==> src/rtl/mips_pkg.sv <==
// rtl/mips_pkg.sv - shared fetch state encodings and fetch constants
package mips_pkg;

  typedef enum logic [1:0] {
    S_REQ   = 2'd0,
    S_WAIT  = 2'd1,
    S_HOLD  = 2'd2,
    S_DRAIN = 2'd3
  } fetch_state_e;

  localparam logic [31:0] PC_STEP  = 32'd4;
  localparam logic [31:0] NOP_WORD = 32'h0000_0000;

endpackage

==> src/rtl/fetch_pc_reg.sv <==
// rtl/fetch_pc_reg.sv - architectural fetch PC with redirect / sequential load mux
module fetch_pc_reg import mips_pkg::*; #(
  parameter logic [31:0] RESET_PC = 32'h0000_0000
) (
  input  logic        clk,
  input  logic        rst_n,
  input  logic        load_en,
  input  logic        sel_redirect,
  input  logic [31:0] redirect_pc,
  output logic [31:0] pc
);

  logic [31:0] pc_next;

  // Redirect targets are forced word-aligned; sequential step wraps modulo 2^32.
  always_comb begin
    pc_next = sel_redirect ? (redirect_pc & ~32'd3) : (pc + PC_STEP);
  end

  always_ff @(posedge clk or negedge rst_n) begin
    if (!rst_n) begin
      pc <= RESET_PC;
    end else if (load_en) begin
      pc <= pc_next;
    end
  end

endmodule

==> src/rtl/instr_fetch_unit.sv <==
// rtl/instr_fetch_unit.sv - single-outstanding instruction fetch FSM with redirect handling
module instr_fetch_unit
  import mips_pkg::fetch_state_e, mips_pkg::S_REQ, mips_pkg::S_WAIT,
         mips_pkg::S_HOLD, mips_pkg::S_DRAIN;
#(
  parameter logic [31:0] RESET_PC = 32'h0000_0000,
  parameter logic [31:0] NOP_WORD = mips_pkg::NOP_WORD
) (
  input  logic        clk,
  input  logic        rst_n,
  input  logic        redirect_valid,
  input  logic [31:0] redirect_pc,
  output logic        imem_req_valid,
  input  logic        imem_req_ready,
  output logic [31:0] imem_req_addr,
  input  logic        imem_rsp_valid,
  input  logic [31:0] imem_rsp_data,
  output logic        inst_valid,
  input  logic        inst_ready,
  output logic [31:0] inst_pc,
  output logic [31:0] inst_data
);

  fetch_state_e state_q, state_d;
  logic [31:0]  pc;
  logic         pc_load;
  logic         pc_sel_redirect;
  logic         inst_capture;
  logic         inst_flush;

  fetch_pc_reg #(.RESET_PC(RESET_PC)) u_pc (
    .clk          (clk),
    .rst_n        (rst_n),
    .load_en      (pc_load),
    .sel_redirect (pc_sel_redirect),
    .redirect_pc  (redirect_pc),
    .pc           (pc)
  );

  always_ff @(posedge clk or negedge rst_n) begin
    if (!rst_n) begin
      state_q <= S_REQ;
    end else begin
      state_q <= state_d;
    end
  end

  // Redirect beats every handshake; DRAIN still owes one response before a new request.
  always_comb begin
    state_d         = state_q;
    pc_load         = 1'b0;
    pc_sel_redirect = 1'b0;
    inst_capture    = 1'b0;
    inst_flush      = 1'b0;
    case (state_q)
      S_REQ: begin
        if (redirect_valid) begin
          pc_load         = 1'b1;
          pc_sel_redirect = 1'b1;
          state_d         = imem_req_ready ? S_DRAIN : S_REQ;
        end else if (imem_req_ready) begin
          state_d = S_WAIT;
        end
      end
      S_WAIT: begin
        if (redirect_valid) begin
          pc_load         = 1'b1;
          pc_sel_redirect = 1'b1;
          state_d         = imem_rsp_valid ? S_REQ : S_DRAIN;
        end else if (imem_rsp_valid) begin
          pc_load      = 1'b1;
          inst_capture = 1'b1;
          state_d      = S_HOLD;
        end
      end
      S_HOLD: begin
        if (redirect_valid) begin
          pc_load         = 1'b1;
          pc_sel_redirect = 1'b1;
          inst_flush      = 1'b1;
          state_d         = S_REQ;
        end else if (inst_ready) begin
          state_d = S_REQ;
        end
      end
      S_DRAIN: begin
        if (redirect_valid) begin
          pc_load         = 1'b1;
          pc_sel_redirect = 1'b1;
        end
        if (imem_rsp_valid) begin
          state_d = S_REQ;
        end
      end
      default: state_d = S_REQ;
    endcase
  end

  always_ff @(posedge clk or negedge rst_n) begin
    if (!rst_n) begin
      inst_pc   <= 32'h0000_0000;
      inst_data <= NOP_WORD;
    end else if (inst_capture) begin
      inst_pc   <= pc;
      inst_data <= imem_rsp_data;
    end else if (inst_flush) begin
      inst_data <= NOP_WORD;
    end
  end

  assign imem_req_valid = (state_q == S_REQ);
  assign imem_req_addr  = pc;
  assign inst_valid     = (state_q == S_HOLD);

  // Responses are only legal while a request is outstanding.
  a_rsp_only_when_outstanding: assert property (
    @(posedge clk) disable iff (!rst_n)
      imem_rsp_valid |-> (state_q == S_WAIT || state_q == S_DRAIN));

endmodule

==> config.mk <==
export PLATFORM = sky130hd
export DESIGN_NAME = instr_fetch_unit
export DESIGN_NICKNAME = d
export VERILOG_FILES = /design/src/rtl/mips_pkg.sv /design/src/rtl/fetch_pc_reg.sv /design/src/rtl/instr_fetch_unit.sv
export SDC_FILE = /design/constraint.sdc
export NUM_CORES = 1
export LEC_CHECK = 0
export CORE_ASPECT_RATIO = 1.4
export CORE_MARGIN = 8
export CORE_UTILIZATION = 39
export DETAILED_ROUTE_END_ITERATION = 10
export GPL_ROUTABILITY_DRIVEN = 1
export PLACE_DENSITY_LB_ADDON = 0.08
export SETUP_SLACK_MARGIN = 0.3
export SYNTH_ARGS = -nofsm -noshare
export SYNTH_HDL_FRONTEND = slang
export SYNTH_SLANG_ARGS = --single-unit
==> constraint.sdc <==
create_clock -name clk -period 2 [get_ports clk]
set_clock_uncertainty 0.1 [all_clocks]
set_input_delay 0.4 -clock clk [delete_from_list [all_inputs] [get_ports clk]]
set_output_delay 0.4 -clock clk [all_outputs]
set_load 0.005 [all_outputs]
# Word-level counts from Yosys, hierarchy flattened
# Index checks and enable logic that the tools add are counted.
classes:
  add_sub_neg: 1
  muxes: 21
  eq_ne: 7
  reduce_logical: 5
ops:
  columns: ["op", "count"]
  rows:
  - ["$mux 32", 3]
  - ["$add 32x3->32 const B", 1]
  - ["$mux 2", 9]
  - ["$pmux 2 s4", 1]
  - ["$mux 1", 7]
  - ["$ne 3x2->1 const B", 2]
  - ["$eq 2x2->1 const B", 2]
  - ["$reduce_and 4->1", 1]
  - ["$reduce_or 4->1", 1]
  - ["$ne 3x3->1 const B", 1]
  - ["$reduce_or 3->1", 1]
  - ["$eq 2x1->1 const B", 1]
  - ["$logic_not 2->1", 1]
  - ["$ne 2x2->1 const B", 1]
  - ["$pmux 1 s2", 1]
  - ["$reduce_bool 2->1", 1]
word_totals:
  reg_bits: 98
  inputBits: 70
  wordCells: 38
  output_inout_bits: 98

# Longest topological paths before layout
# Gate-level depths: netlist of run 1.
logic_depth:
  word_depth: 4
  ltp_mapped: 7
  depth_no_buf: 5

# Modules after synthesis
# Synthesis of run 1 repeated with hierarchy kept, for this count alone.
unflattened:
  hier_cells: 467
  area_unflattened_um2: 4860.9
by_module_without_submodules:
  columns: ["mod", "seq_area_each_um2", "instances", "cells_each", "area_per_inst_um2"]
  rows:
  - ["instr_fetch_unit", 1651.6, 1, 225, 2790.2]
  - ["fetch_pc_reg", 750.7, 1, 242, 2070.7]

# Worst setup path before layout of run 1
# No wires, ideal clock.
synth_timing:
  path_kind: "register to register"
  from: "register u_pc.pc[4]"
  to: "register u_pc.pc[31]"
  period_less_slack_ns: 1.917
  setup_ns: 0.082
  path_slack_ns: 0.083
  path_stages_with_launch: 7
  path_buffers: 2
  t_required_ns: 1.818
  t_arrival_ns: 1.735
  path_cell_list: "dfrtp_1 > buf_2 > nand4_2 > or3_1 > buf_2 > or4_1 > a31oi_1"
synth_via:
  elab_chain_len: 2
synth_rtl:
  columns: ["element", "line", "text"]
  rows:
  - ["start, declared", "fetch_pc_reg.sv:10", "output logic [31:0] pc"]
  - ["start signal, assigned", "fetch_pc_reg.sv:24", "pc <= pc_next;"]
  - ["$add 32x3->32", "fetch_pc_reg.sv:17", "pc_next = sel_redirect ? (redirect_pc & ~32'd3) : (pc + PC_STEP);"]
  - ["$mux 32", "fetch_pc_reg.sv:17", null]
# Every way passes these cells.
# A chain may end at the register's enable or synchronous reset.

# Final worst setup path of run 1
layout_timing:
  from: "register u_pc.pc[8]"
  to: "register u_pc.pc[21]"
# The elaborated chain is that of the path after synthesis.

==> results.yml, run 1 <==
status:
  status: "complete, no violations"
pwr:
  netSwitchingPower_mw: 2.05
  p_leak_nw: 3.29
  vdd_drop_max_mv: 0.513
  seqPwrFrac: 0.389
  combPwrFrac: 0.382
  power_density_nw_per_um2: 1020
  p_int_mw: 5.09
  total_power_mw: 7.15
  power_frac_clock: 0.229
  swShare: 0.287
setup_path:
  worst-path-max-fanout: 7
  worstPathCellList: "nand4_4, or3_4, buf_6, or4_1, a31oi_1"
  worstSetupStartpointType: "flop"
  crit_slowest_cell: "or4_1"
  cp.arrival_ns: 2.05
  max_stage_delay_ns: 0.46
  end_kind: "flop"
  required_ns: 2.14
  worstSetupPathType: "flop to flop"
yosys:
  yosysWarnings: 0
  synth.largest_area_cell: "dfrtp_1"
  synth-xor-area-share: 0.0233
  ys_seq_area_frac: 0.569
  ys_ff_latch: 94
  avgSynthCellArea_um2: 11.6
  synth_area_um2: 4140
  async_flop_share: 1.00
  yosysTopAreaCellShare: 0.569
  synth_common_cells: "dfrtp_1 (94), a22o_1 (32), mux2_2 (30)"
  synth_mux_area_frac: 0.0841
  yosys.area_share.simple: 0.140
  synthCells: 358
  synth.distinct_cells: 40
  synth_edf_count: 0
  synth_fa_ha_area_frac: 0.00302
  synth.most_common_cell: "dfrtp_1"
  synthTopCellsByArea: "dfrtp_1 (57%), mux2_2 (8.2%), a22o_1 (6.8%), o21ai_0 (2.4%), a31oi_1 (2.3%)"
  ys.flop_type: "dfrtp_1"
  synth_compound_gate_area_share: 0.146
  synth_top_family_by_area: "compound AO/OA/AOI/OAI gates"
detailed_routing:
  finalWirelength_um: 13900
  drtAntennaViolNets: 0
  wl_per_cell_um: 18.9
  viasPerCell: 5.25
  first_pass_iters: 4
  drc: 0
  via_count: 3879
  initialDrtViolationCount: 117
layout:
  diodes: 0
  fin_util: 0.674
  area_growth_pct: 68.7
  n_fill_cell: 901
  fin_nets: 667
  regArea_um2: 2360
  multi_input_area_um2: 1720
  drive_above_1_share: 0.261
global_routing:
  grt_max_degree: 47
  grt-ovfl-total: 0
  grtUsageTotal: 0.199
  grt_pass1_vias: 4171
  grt_pass1_wl_um: 21600
  antenna_found_initial: 0
floorplan:
  die_h_um: 138
  core_um2: 10300
  die_w_um: 103
  pin_count: 168
  start_util: 0.400
  dieArea_um2: 14200
  rows: 44
run:
  maxCapViolCount: 0
cts:
  cts_tree: "done"
  path_clk_slew_ns: 0.07
  clockBufferDepth: 2
  htreeDepth: 3
  clock_latency_ns: 0.33
  cts_buffers: 9
  ctsRootBufferMaster: "clkbuf_16"
  clock_sinks: 94
sta:
  worst_hold_slack_ns: 0.395
  slew_violations: 0
  setup_viol: 0
  fin_crit_ns: 1.90
  fmax_ghz: 0.525
  rsz0062_at_grt: "yes"
  hold_viol: 0
  min_period_over_period: 0.952
placement:
  place.port_buffers: 161
  place.detailed.hpwl_um: 9770
  gp_congestion: 0.753
min_path:
  hold_path_class: "flop to flop"
[critical path, delay by kind of cell, from the launching register on]
kind	cells	cell delay [ns]
simple gates	3	0.99
flops	1	0.40
compound gates	1	0.16
buf+inv	1	0.14
[layer usage]
metal / track usage / up-vias / share of wire
met4: 0.0743 / 0 / 0.016
met5: 0 / - / 0
met2: 0.356 / 155 / 0.53
met1: 0.211 / 1900 / 0.37
li1: - / 1802 / -
met3: 0.0638 / 22 / 0.081
[per-stage QoR]
stage / area [um2] / std cells / worst slack (ns) / TNS [ns]
2_1_floorplan: 4180 / 361 / 0.126 / 0
3_3_place_gp: 6210 / 679 / -0.350 / -8.45
3_5_place_dp: 6210 / 679 / -0.412 / -9.59
4_1_cts: 6860 / 732 / 0.0810 / 0
5_1_grt: 6980 / 739 / 0.0104 / 0
6_report: 6980 / 739 / 0.0960 / 0
[power groups by stage]
stage	logic, mW	clock network (mW)	registers, mW
2_1_floorplan	0.850	0	2.90
3_3_place_gp	2.67	0	2.83
3_5_place_dp	2.72	0	2.84
4_1_cts	2.74	1.67	2.79
5_1_grt	2.95	1.73	2.86
6_report	2.73	1.64	2.78
[sequential cells by signal (all words and copies together) (netlist names)]
register	count
inst_data	32
inst_pc	30
state_q	2
u_pc.pc	30
[final timing paths]
| path | from | slack [ns] | to | cells after the start |
|---|---|---|---|---|
| min reg2reg | inst_data[30]$_DFFE_PN0P_ | 0.39 | inst_data[30]$_DFFE_PN0P_ | 1 |
| max | u_pc.pc[8]$_DFFE_PN0N_ | 0.1 | u_pc.pc[21]$_DFFE_PN0N_ | 5 |
| min | inst_data[30]$_DFFE_PN0P_ | 0.39 | inst_data[30]$_DFFE_PN0P_ | 1 |
| max reg2reg | u_pc.pc[8]$_DFFE_PN0N_ | 0.1 | u_pc.pc[21]$_DFFE_PN0N_ | 5 |
| min in group asynchronous | rst_n | 0.41 | u_pc.pc[30]$_DFFE_PN0N_ | 2 |
| max in group asynchronous | rst_n | 0.80 | u_pc.pc[23]$_DFFE_PN0N_ | 3 |
[logic make-up after synthesis]
| kind of cell | after synthesis |
|---|---|
| AND/OR/NAND/NOR | 105 |
| flip-flops | 94 |
| AO/OA/AOI/OAI | 84 |
| multiplexers | 31 |
| buffers and inverters | 31 |
| XOR/XNOR | 11 |
| adder cells (fa/ha/maj) | 1 |
| other | 1 |
[timing repair]
| item | CTS | global route |
|---|---|---|
| hold buffers | 1 | 0 |
| buffers inserted | 31 | 6 |
| pin swaps | 14 | 3 |
| setup endpoints to repair | 141 | 98 |
| gates cloned | 5 | 1 |
| hold endpoints to repair | 20 | 0 |
| resized for setup | 110 | 29 |
[placed cells by master (no fill, tap or decap), drive strengths merged, types with 3 or more instances in the layout]
| master | n |
|---|---|
| o21ai | 20 |
| nor4 | 3 |
| buf | 88 |
| nand2 | 22 |
| conb | 4 |
| dfrtp | 94 |
| or3 | 11 |
| dlygate4sd2 | 80 |
| and2 | 3 |
| a22o | 32 |
| xor2 | 4 |
| or4 | 7 |
| nand3 | 8 |
| nand4 | 13 |
| and3 | 4 |
| a31oi | 15 |
| o31ai | 7 |
| inv | 5 |
| bufbuf | 3 |
| nor2 | 17 |
| and4 | 3 |
| xnor2 | 7 |
| dlymetal6s2s | 11 |
| nor3 | 4 |
| clkdlybuf4s50 | 65 |
| clkbuf | 14 |
| mux2 | 30 |
[cell type report]
class,count,share of cell area
clock inverters,4,0.00430
clock buffers,12,0.0368
inverters,4,0.00215
flip-flops and latches,94,0.338
well taps,138,0.0247
multi-input cells,236,0.247
repair buffers,251,0.347
Power figures use the tool's default switching activity.
==> run 2: changes to the inputs <==
--- a/config.mk
+++ b/config.mk
@@ -5,6 +5,7 @@
 export SDC_FILE = /design/constraint.sdc
 export NUM_CORES = 1
 export LEC_CHECK = 0
+export CAP_MARGIN = 0
 export CORE_ASPECT_RATIO = 1.4
 export CORE_MARGIN = 8
 export CORE_UTILIZATION = 39
==> results of run 2 <==
No change in the layout: final DEF, timing and power equal those of run 1.
